**config.mk**
```make
export PLATFORM = sky130hd
export DESIGN_NAME = bp_decimator
export DESIGN_NICKNAME = d
export VERILOG_FILES = /design/src/rtl/bp_decim_pkg.sv /design/src/rtl/bp_sync_fifo.sv /design/src/rtl/bp_decimator.sv
export SDC_FILE = /design/constraint.sdc
export NUM_CORES = 1
export LEC_CHECK = 0
export ABC_CLOCK_PERIOD_IN_PS = 2600
export BUFFER_PORTS_ARGS = -buffer_cell sky130_fd_sc_hd__buf_4
export CORE_MARGIN = 10
export CORE_UTILIZATION = 50
export DETAILED_ROUTE_END_ITERATION = 8
export PLACE_DENSITY = 0.69
export SYNTH_ARGS = -nofsm -noshare
export SYNTH_HDL_FRONTEND = slang
export SYNTH_SLANG_ARGS = --single-unit
```
**constraint.sdc**
```tcl
create_clock -name clk -period 2.6 [get_ports clk]
set_input_delay 0 -clock clk [delete_from_list [all_inputs] [get_ports clk]]
set_output_delay 0 -clock clk [all_outputs]
set_load 0.01 [all_outputs]
```
**src/rtl/bp_decim_pkg.sv**
```systemverilog
// Shared defaults and derived widths for the band-pass decimator slice.
// The top and the FIFO take their parameter defaults from here.
package bp_decim_pkg;

    localparam int DEF_DATA_W     = 10;
    localparam int DEF_R_LOG2     = 2;
    localparam int DEF_FIFO_DEPTH = 4;

    // The accumulator holds a full block sum of N max-value samples, so it never wraps.
    localparam int ACC_W  = DEF_DATA_W + DEF_R_LOG2;
    localparam int FILL_W = $clog2(DEF_FIFO_DEPTH) + 1;

endpackage

```
**src/rtl/bp_sync_fifo.sv**
```systemverilog
// First-word-fall-through synchronous FIFO with occupancy count.
// Push and pop on the same edge both succeed, even when the FIFO is full.
module bp_sync_fifo
    import bp_decim_pkg::*;
#(
    parameter int W     = DEF_DATA_W,
    parameter int DEPTH = DEF_FIFO_DEPTH
) (
    input  logic                     clk,
    input  logic                     rst,
    input  logic                     clear,
    input  logic                     push,
    input  logic                     pop,
    input  logic [W-1:0]             din,
    output logic [W-1:0]             dout,
    output logic                     full,
    output logic                     empty,
    output logic [$clog2(DEPTH):0]   count
);

    localparam int AW = $clog2(DEPTH);

    logic [W-1:0]  mem [DEPTH];
    logic [AW-1:0] wr_ptr;
    logic [AW-1:0] rd_ptr;
    logic          do_push;
    logic          do_pop;

    assign empty = (count == '0);
    assign full  = (count == (AW+1)'(DEPTH));

    // When full, a push only lands if the head leaves on the same edge.
    assign do_pop  = pop && !empty;
    assign do_push = push && (!full || do_pop);

    assign dout = empty ? '0 : mem[rd_ptr];

    always_ff @(posedge clk) begin
        if (do_push && !rst && !clear) begin
            mem[wr_ptr] <= din;
        end
    end

    always_ff @(posedge clk) begin
        if (rst || clear) begin
            wr_ptr <= '0;
            rd_ptr <= '0;
            count  <= '0;
        end else begin
            if (do_push) begin
                wr_ptr <= wr_ptr + 1'b1;
            end
            if (do_pop) begin
                rd_ptr <= rd_ptr + 1'b1;
            end
            case ({do_push, do_pop})
                2'b10:   count <= count + 1'b1;
                2'b01:   count <= count - 1'b1;
                default: count <= count;
            endcase
        end
    end

endmodule

```
**src/rtl/bp_decimator.sv**
```systemverilog
// Block-average decimator: sums N = 2**R_LOG2 accepted samples, pushes the
// truncated mean into an FWFT output FIFO and flags any dropped result.
module bp_decimator
    import bp_decim_pkg::*;
#(
    parameter int DATA_W     = DEF_DATA_W,
    parameter int R_LOG2     = DEF_R_LOG2,
    parameter int FIFO_DEPTH = DEF_FIFO_DEPTH
) (
    input  logic                          clk,
    input  logic                          rst,
    input  logic [DATA_W-1:0]             din,
    input  logic                          din_valid,
    input  logic                          flush,
    output logic [DATA_W-1:0]             dout,
    output logic                          dout_valid,
    input  logic                          dout_ready,
    output logic [$clog2(FIFO_DEPTH):0]   fill,
    output logic                          overflow
);

    localparam int AW = DATA_W + R_LOG2;

    // Handshake: din is taken on any edge with din_valid=1 (no backpressure);
    // dout leaves the FIFO on an edge where dout_valid=1 and dout_ready=1.
    logic [AW-1:0]     acc;
    logic [AW-1:0]     sum;
    logic [R_LOG2-1:0] cnt;
    logic              accept;
    logic              last;
    logic [DATA_W-1:0] result;
    logic              fifo_full;
    logic              fifo_empty;
    logic              pop;

    assign accept = din_valid && !flush;
    assign last   = accept && (cnt == '1);
    assign sum    = acc + AW'(din);
    assign result = DATA_W'(sum >> R_LOG2);
    assign pop    = dout_ready && !flush;

    always_ff @(posedge clk) begin
        if (rst || flush) begin
            acc <= '0;
            cnt <= '0;
        end else if (accept) begin
            if (last) begin
                acc <= '0;
                cnt <= '0;
            end else begin
                acc <= sum;
                cnt <= cnt + 1'b1;
            end
        end
    end

    // A full FIFO is never empty, so dout_ready alone decides whether the head leaves.
    always_ff @(posedge clk) begin
        if (rst || flush) begin
            overflow <= 1'b0;
        end else if (last && fifo_full && !dout_ready) begin
            overflow <= 1'b1;
        end
    end

    bp_sync_fifo #(
        .W     (DATA_W),
        .DEPTH (FIFO_DEPTH)
    ) u_fifo (
        .clk   (clk),
        .rst   (rst),
        .clear (flush),
        .push  (last),
        .pop   (pop),
        .din   (result),
        .dout  (dout),
        .full  (fifo_full),
        .empty (fifo_empty),
        .count (fill)
    );

    assign dout_valid = !fifo_empty;

endmodule

```
==> flow_summary.json, run 1 <==
{
  "slowest_stage": "nor4b_1",
  "vias_per_cell": 5.37,
  "ios": 30,
  "hold_start": "flush",
  "track_usage_pct": 12.5,
  "hp-class": "primary input to register",
  "initial_utilization_pct": 50.9,
  "cts_buffers": 9,
  "gr-total-overflow": 0,
  "clk_pin_slew_ns": 0.07,
  "fill_cells": 480,
  "hold_violations": 0,
  "chipWidth_microns": 97.4,
  "dp_slack_ns": 0.240,
  "setup-tns-final_ns": 0,
  "crit_family": "simple AND/OR/NAND/NOR gates",
  "detail_route.wl_per_cell_microns": 15.8,
  "diodes": 0,
  "yosysWarnings": 0,
  "drv_slew": 0,
  "synth_edf_count": 40,
  "cp_cell_sequence": "nor4b_1 > nor3b_2 > inv_1 > ha_1 > inv_1 > fa_1 > xor2_1 > or3_1 > a21oi_1",
  "postSynthCellCount": 236,
  "synth_area_leader_cell": "edfxtp_1",
  "rsz0062_at_grt": "false",
  "portBuffers": 29,
  "cts_tree": "done",
  "timing.hold.ws_ns": 0.108,
  "power_per_cell_area_mw_per_mm2": 600,
  "yosysMostFrequentCell": "edfxtp_1",
  "firstDrtPassIters": 4,
  "path_class": "register to register",
  "synth_area_sq_mm": 0.00300,
  "ys_ff_latch": 64,
  "synth.distinct_cells": 43,
  "cts.sinks": 64,
  "path_common_cell": "inv_1",
  "final_nets": 308,
  "cp-startpoint": "u_fifo.count[1]$_SDFFE_PP0P_",
  "dp_cells": 338,
  "path_buf_inv": 2,
  "max_slew_margin_pct": 56.1,
  "r2r-start": "u_fifo.count[1]$_SDFFE_PP0P_",
  "cts.repair.resized": 0,
  "reg2reg_depth": 9,
  "cts.path.max_buffers": 2,
  "yosys.area.top_type_share_pct": 40.1,
  "rows": 28,
  "dpl.hpwl_mm": 4.06,
  "drt_iter0_drc": 101,
  "postRouteAntennaNets": 0,
  "synth_area_per_cell_sq_um": 12.7,
  "drv_cap": 0,
  "cp.arrival_ns": 2.68,
  "die_h_microns": 97.4,
  "whs_endpoint": "overflow$_SDFFE_PP0P_",
  "leakagePower_nw": 1.31,
  "drc": 0,
  "path_max_fanout": 7,
  "drive_gt1_share_pct": 22.9,
  "async_reset_ff_share_pct": 0,
  "worstHoldPathCells": 4,
  "cts_root_buf": "clkbuf_8",
  "syn_nets": 269,
  "peakVddDrop_mv": 0.329,
  "grt_pass1_wl_mm": 9.66,
  "start_kind": "register",
  "setup_viol": 0,
  "multi_input_area_sq_mm": 0.00124,
  "syn_to_final_growth_pct": 18.2,
  "clk_latency_ns": 0.33,
  "core_area_sq_mm": 0.00589,
  "ys_top_cells_by_count": "edfxtp_1 (40), dfxtp_1 (24), nor2_1 (24)",
  "routabilityCongestion": 0.790,
  "period_needed_ns": 2.42,
  "finalWirelength_mm": 5.59,
  "worst_pin_slew_ns": 0.657,
  "routed-via-count": 1905,
  "fmax_mhz": 414,
  "synth_ff_type": "edfxtp_1",
  "regArea_sq_mm": 0.00168,
  "fin_ws_ns": 0.184,
  "first_global_vias": 1960,
  "antenna_found_initial": 0,
  "clock_skew_ns": 0.00646,
  "die-area_sq_mm": 0.00949,
  "grt_start_max_net_pins": 22,
  "ff2ff_setup_slack_ns": 0.18,
  "cpPeakStageDelay_ns": 0.50,
  "yosysSeqAreaShare_pct": 56.1,
  "final_cells": 355,
  "reg2reg_to": "u_fifo.count[2]$_SDFFE_PP0P_",
  "status": "completed",
  "cp.required_ns": 2.86,
  "end_kind": "register",
  "htree_levels": 3,
  "ys_top_cells_by_area": "edfxtp_1 (40%), dfxtp_1 (16%), mux4_2 (7.5%)",
  "timing.final.crit_share_pct": 92.9
}
-- report_power, final --
group	switching (W)	total [W]	internal, W	leakage (nW)
logic	0.0000737	0.000128	0.0000539	0.655
registers	0.00000391	0.00110	0.00109	0.551
clock network	0.000359	0.000900	0.000540	0.104
-- per-layer routing --
metal	vias up	GRT usage (%)	share of wire [%]
met2	43	19.3	46
li1	946	-	-
met3	8	3.13	4.0
met5	-	0	0
met4	0	6.60	1.6
met1	908	15.8	49
-- what timing repair did --
action | 4_1_cts | 5_1_grt
hold endpoints to repair | 3 | 0
endpoints found under the setup margin | 0 | 0
hold buffers | 1 | 0
setup buffers | 0 | 0
-- sequential cells by signal, summed over array words and instances (netlist names), named ones only --
| name | count |
|---|---|
| acc | 12 |
| cnt | 2 |
| overflow | 1 |
| u_fifo.count | 3 |
| u_fifo.mem | 40 |
| u_fifo.rd_ptr | 2 |
| u_fifo.wr_ptr | 2 |
-- worst register-to-register path, delay by kind of cell (launching register included) --
family | cells | cell delay, ns
buffers and inverters | 2 | 0.15
AO/OA/AOI/OAI | 1 | 0.14
adder cells (fa/ha/maj) | 2 | 0.55
XOR/XNOR | 1 | 0.17
flip-flops | 1 | 0.35
AND/OR/NAND/NOR | 3 | 0.99
-- per-stage QoR --
stage	cell area [sq um]	total power (W)	util, %
after floorplan	3000	0.00120	-
after CTS	3540	0.00215	60.1
after global routing	3540	0.00220	60.1
after global placement	3320	0.00124	56.4
after detailed placement	3320	0.00124	56.4
final	3540	0.00212	60.1
-- kinds of logic after synthesis --
| group | Yosys count | share of synthesized area, % |
|---|---|---|
| AND/OR/NAND/NOR | 68 | 11.8 |
| flip-flops | 64 | 56.1 |
| AO/OA/AOI/OAI | 41 | 9.27 |
| buffers and inverters | 19 | 2.42 |
| adder cells (fa/ha/maj) | 18 | 8.02 |
| XOR/XNOR | 13 | 3.80 |
| multiplexers | 13 | 8.56 |
-- worst max path at each step --
stage,cells after the start,endpoint,slack [ns]
6_report,9,u_fifo.count[2]$_SDFFE_PP0P_,0.18
2_1_floorplan,9,u_fifo.count[2]$_SDFFE_PP0P_,0.39
4_1_cts,9,u_fifo.count[2]$_SDFFE_PP0P_,0.21
3_3_place_gp,9,u_fifo.count[2]$_SDFFE_PP0P_,0.33
5_1_grt,9,u_fifo.count[2]$_SDFFE_PP0P_,0.02
3_5_place_dp,9,u_fifo.count[2]$_SDFFE_PP0P_,0.24
-- placed cells by master (no fill, tap or decap), types with 2 or more instances in the layout --
| master | Yosys | final |
|---|---|---|
| clkbuf_1 | 6 | 2 |
| mux2i_1 | 2 | 2 |
| buf_4 | 0 | 34 |
| xor2_1 | 6 | 6 |
| a22oi_1 | 4 | 4 |
| inv_1 | 12 | 12 |
| mux4_2 | 10 | 10 |
| xnor2_1 | 7 | 7 |
| or3_1 | 2 | 2 |
| edfxtp_1 | 40 | 40 |
| fa_1 | 2 | 2 |
| nand2b_1 | 2 | 2 |
| o211ai_1 | 2 | 2 |
| o21a_1 | 3 | 3 |
| bufinv_16 | 0 | 2 |
| nand2_1 | 8 | 8 |
| nand3_1 | 2 | 2 |
| nor2b_1 | 12 | 12 |
| and3_1 | 6 | 6 |
| dfxtp_1 | 24 | 24 |
| clkbuf_8 | 0 | 9 |
| a31oi_1 | 3 | 3 |
| a21oi_1 | 12 | 12 |
| a22o_1 | 4 | 4 |
| nor2_1 | 24 | 24 |
| nor3_1 | 4 | 4 |
| ha_1 | 16 | 16 |
| or2_2 | 2 | 2 |
| o21ai_0 | 4 | 4 |
-- cell type report --
cell class / count / area share, %
clock buffer: 11 / 3.71
tap: 75 / 2.65
sequential: 64 / 47.5
timing repair buffer: 35 / 7.49
multi-input combinational: 153 / 35.1
inverter: 12 / 1.27
clock inverter: 5 / 2.30
(Power assumes the default switching activity.)
==> run 2, diff against run 1 <==
--- a/config.mk
+++ b/config.mk
@@ -7,10 +7,12 @@
 export LEC_CHECK = 0
 export ABC_CLOCK_PERIOD_IN_PS = 2600
 export BUFFER_PORTS_ARGS = -buffer_cell sky130_fd_sc_hd__buf_4
+export CELL_PAD_IN_SITES_DETAIL_PLACEMENT = 1
+export CELL_PAD_IN_SITES_GLOBAL_PLACEMENT = 1
 export CORE_MARGIN = 10
-export CORE_UTILIZATION = 50
+export CORE_UTILIZATION = 48
 export DETAILED_ROUTE_END_ITERATION = 8
-export PLACE_DENSITY = 0.69
+export PLACE_DENSITY_LB_ADDON = 0.1
 export SYNTH_ARGS = -nofsm -noshare
 export SYNTH_HDL_FRONTEND = slang
 export SYNTH_SLANG_ARGS = --single-unit
==> flow_summary.json, run 2 (synthesis gave the netlist of run 1 again) <==
{
  "multi_input_area_sq_mm": 0.00125,
  "cts_root_buf": "clkbuf_8",
  "cts_tree": "done",
  "p_int_w": 0.00164,
  "swShare_pct": 21.3,
  "gr-total-overflow": 0,
  "chipWidth_microns": 99.0,
  "switching_power_w": 0.000445,
  "dr_wl_met2_mm": 3.40,
  "path_class": "register to register",
  "path_max_fanout": 9,
  "cp.required_ns": 2.87,
  "postRouteAntennaNets": 0,
  "diodes": 0,
  "path_buf_inv": 2,
  "layout_common_cells": "edfxtp_1 (40), buf_4 (31), nor2_1 (24), dfxtp_1 (24), ha_1 (16)",
  "routabilityCongestion": 0.760,
  "status": "completed",
  "drc": 0,
  "cp_cell_sequence": "ha_1 > nor3b_2 > inv_1 > ha_1 > inv_1 > fa_1 > xor2_1 > or3_1 > a21oi_1",
  "drive_gt1_share_pct": 22.4,
  "track_usage_pct": 14.2,
  "htree_levels": 3,
  "clk_pin_slew_ns": 0.07,
  "first_global_vias": 2101,
  "design_area_sq_mm": 0.00351,
  "power_per_cell_area_mw_per_mm2": 594,
  "setup_viol": 0,
  "top_layer_used": "met4",
  "dpl.hpwl_mm": 5.05,
  "drv_slew": 0,
  "routed-via-count": 1920,
  "max_slew_margin_pct": 54.7,
  "clk_latency_ns": 0.33,
  "rsz0062_at_grt": "false",
  "start_kind": "register",
  "leakagePower_nw": 1.29,
  "crit_family": "simple AND/OR/NAND/NOR gates",
  "firstDrtPassIters": 4,
  "regArea_sq_mm": 0.00168,
  "fmax_mhz": 422,
  "comb_power_share_pct": 6.2,
  "ios": 30,
  "power_w": 0.00208,
  "antenna_found_initial": 0,
  "die_h_microns": 99.0,
  "portBuffers": 29,
  "route.met3.wl_microns": 211,
  "dpl_cell_area_sq_mm": 0.00329,
  "reg.largest.list": "u_fifo.mem: 40 flops, acc: 12 flops, u_fifo.count: 3 flops",
  "vias_per_cell": 5.45,
  "fill_cells": 619,
  "clock_skew_ns": 0.00850,
  "cts.path.max_buffers": 2,
  "hp-class": "primary input to register",
  "met1_length_mm": 3.06,
  "finalWirelength_mm": 6.77,
  "p_clk_share_pct": 41.2,
  "setup-tns-final_ns": 0,
  "period_needed_ns": 2.37,
  "initial_utilization_pct": 50.0,
  "postCtsSetupBuffers": 0,
  "seq_power_share_pct": 52.6,
  "rows": 28,
  "largest_reg_flops": 40,
  "cts_buffers": 9,
  "slowest_stage": "nor3b_2",
  "drt_iter0_drc": 61,
  "die-area_sq_mm": 0.00980,
  "top_register": "u_fifo.mem",
  "final_nets": 305,
  "grt_start_max_net_pins": 22,
  "cpPeakStageDelay_ns": 0.52,
  "timing.hold.ws_ns": 0.107,
  "timing.final.crit_share_pct": 91.2,
  "syn_to_final_growth_pct": 17.2,
  "grt_pass1_wl_mm": 11.0,
  "detail_route.wl_per_cell_microns": 19.2,
  "hold_violations": 0,
  "peakVddDrop_mv": 0.351,
  "drv_cap": 0,
  "core_area_sq_mm": 0.00599,
  "cp.arrival_ns": 2.64,
  "worst_pin_slew_ns": 0.679,
  "cts.sinks": 64,
  "end_kind": "register",
  "mostFrequentLayoutCell": "edfxtp_1"
}
run 2: worst min-delay path, stage by stage:
cell	delay, ns
buf_4	0.09
nor4b_2	0.05
a41oi_1	0.20
nor2_1	0.05
run 2: metrics by stage:
stage,instances,worst slack (ns),utilization (%)
floorplan,236,0.390,-
global placement,335,0.284,55.0
detailed placement,335,0.166,55.0
CTS,352,0.0843,58.5
global route,352,0.0458,58.6
finish,352,0.230,58.6
run 2: area by class of cell:
| cell class | count | share of cell area (%) |
|---|---|---|
| sequential | 64 | 47.9 |
| multi-input combinational | 153 | 35.5 |
| timing repair buffer | 32 | 6.92 |
| clock buffer | 13 | 4.53 |
| tap | 75 | 2.67 |
| inverter | 12 | 1.28 |
| clock inverter | 3 | 1.14 |
run 2: power groups by stage:
stage	Clock (W)	Sequential, W	Combinational (W)
6_report	0.000858	0.00110	0.000130
3_3_place_gp	0	0.00112	0.000123
3_5_place_dp	0	0.00112	0.000128
4_1_cts	0.000873	0.00110	0.000130
5_1_grt	0.000918	0.00110	0.000146
2_1_floorplan	0	0.00112	0.0000826
run 2: timing repair:
item                                   4_1_cts  5_1_grt
resized for setup                            0        1
hold buffers                                 1        0
setup endpoints to repair                    0        1
endpoints found under the hold margin        2        0
run 2: worst paths after layout:
path | startpoint | endpoint | slack, ns | cells past startpoint
max | cnt[0]$_SDFFE_PP0P_ | u_fifo.count[2]$_SDFFE_PP0P_ | 0.23 | 9
min | dout_ready | overflow$_SDFFE_PP0P_ | 0.11 | 4
max reg2reg | cnt[0]$_SDFFE_PP0P_ | u_fifo.count[2]$_SDFFE_PP0P_ | 0.23 | 9
min reg2reg | overflow$_SDFFE_PP0P_ | overflow$_SDFFE_PP0P_ | 0.49 | 2
run 2: per-layer routing:
metal	track usage (%)	up-vias
met3	3.49	6
met2	23.3	31
met4	6.62	0
li1	-	937
met1	17.2	946
met5	0	-
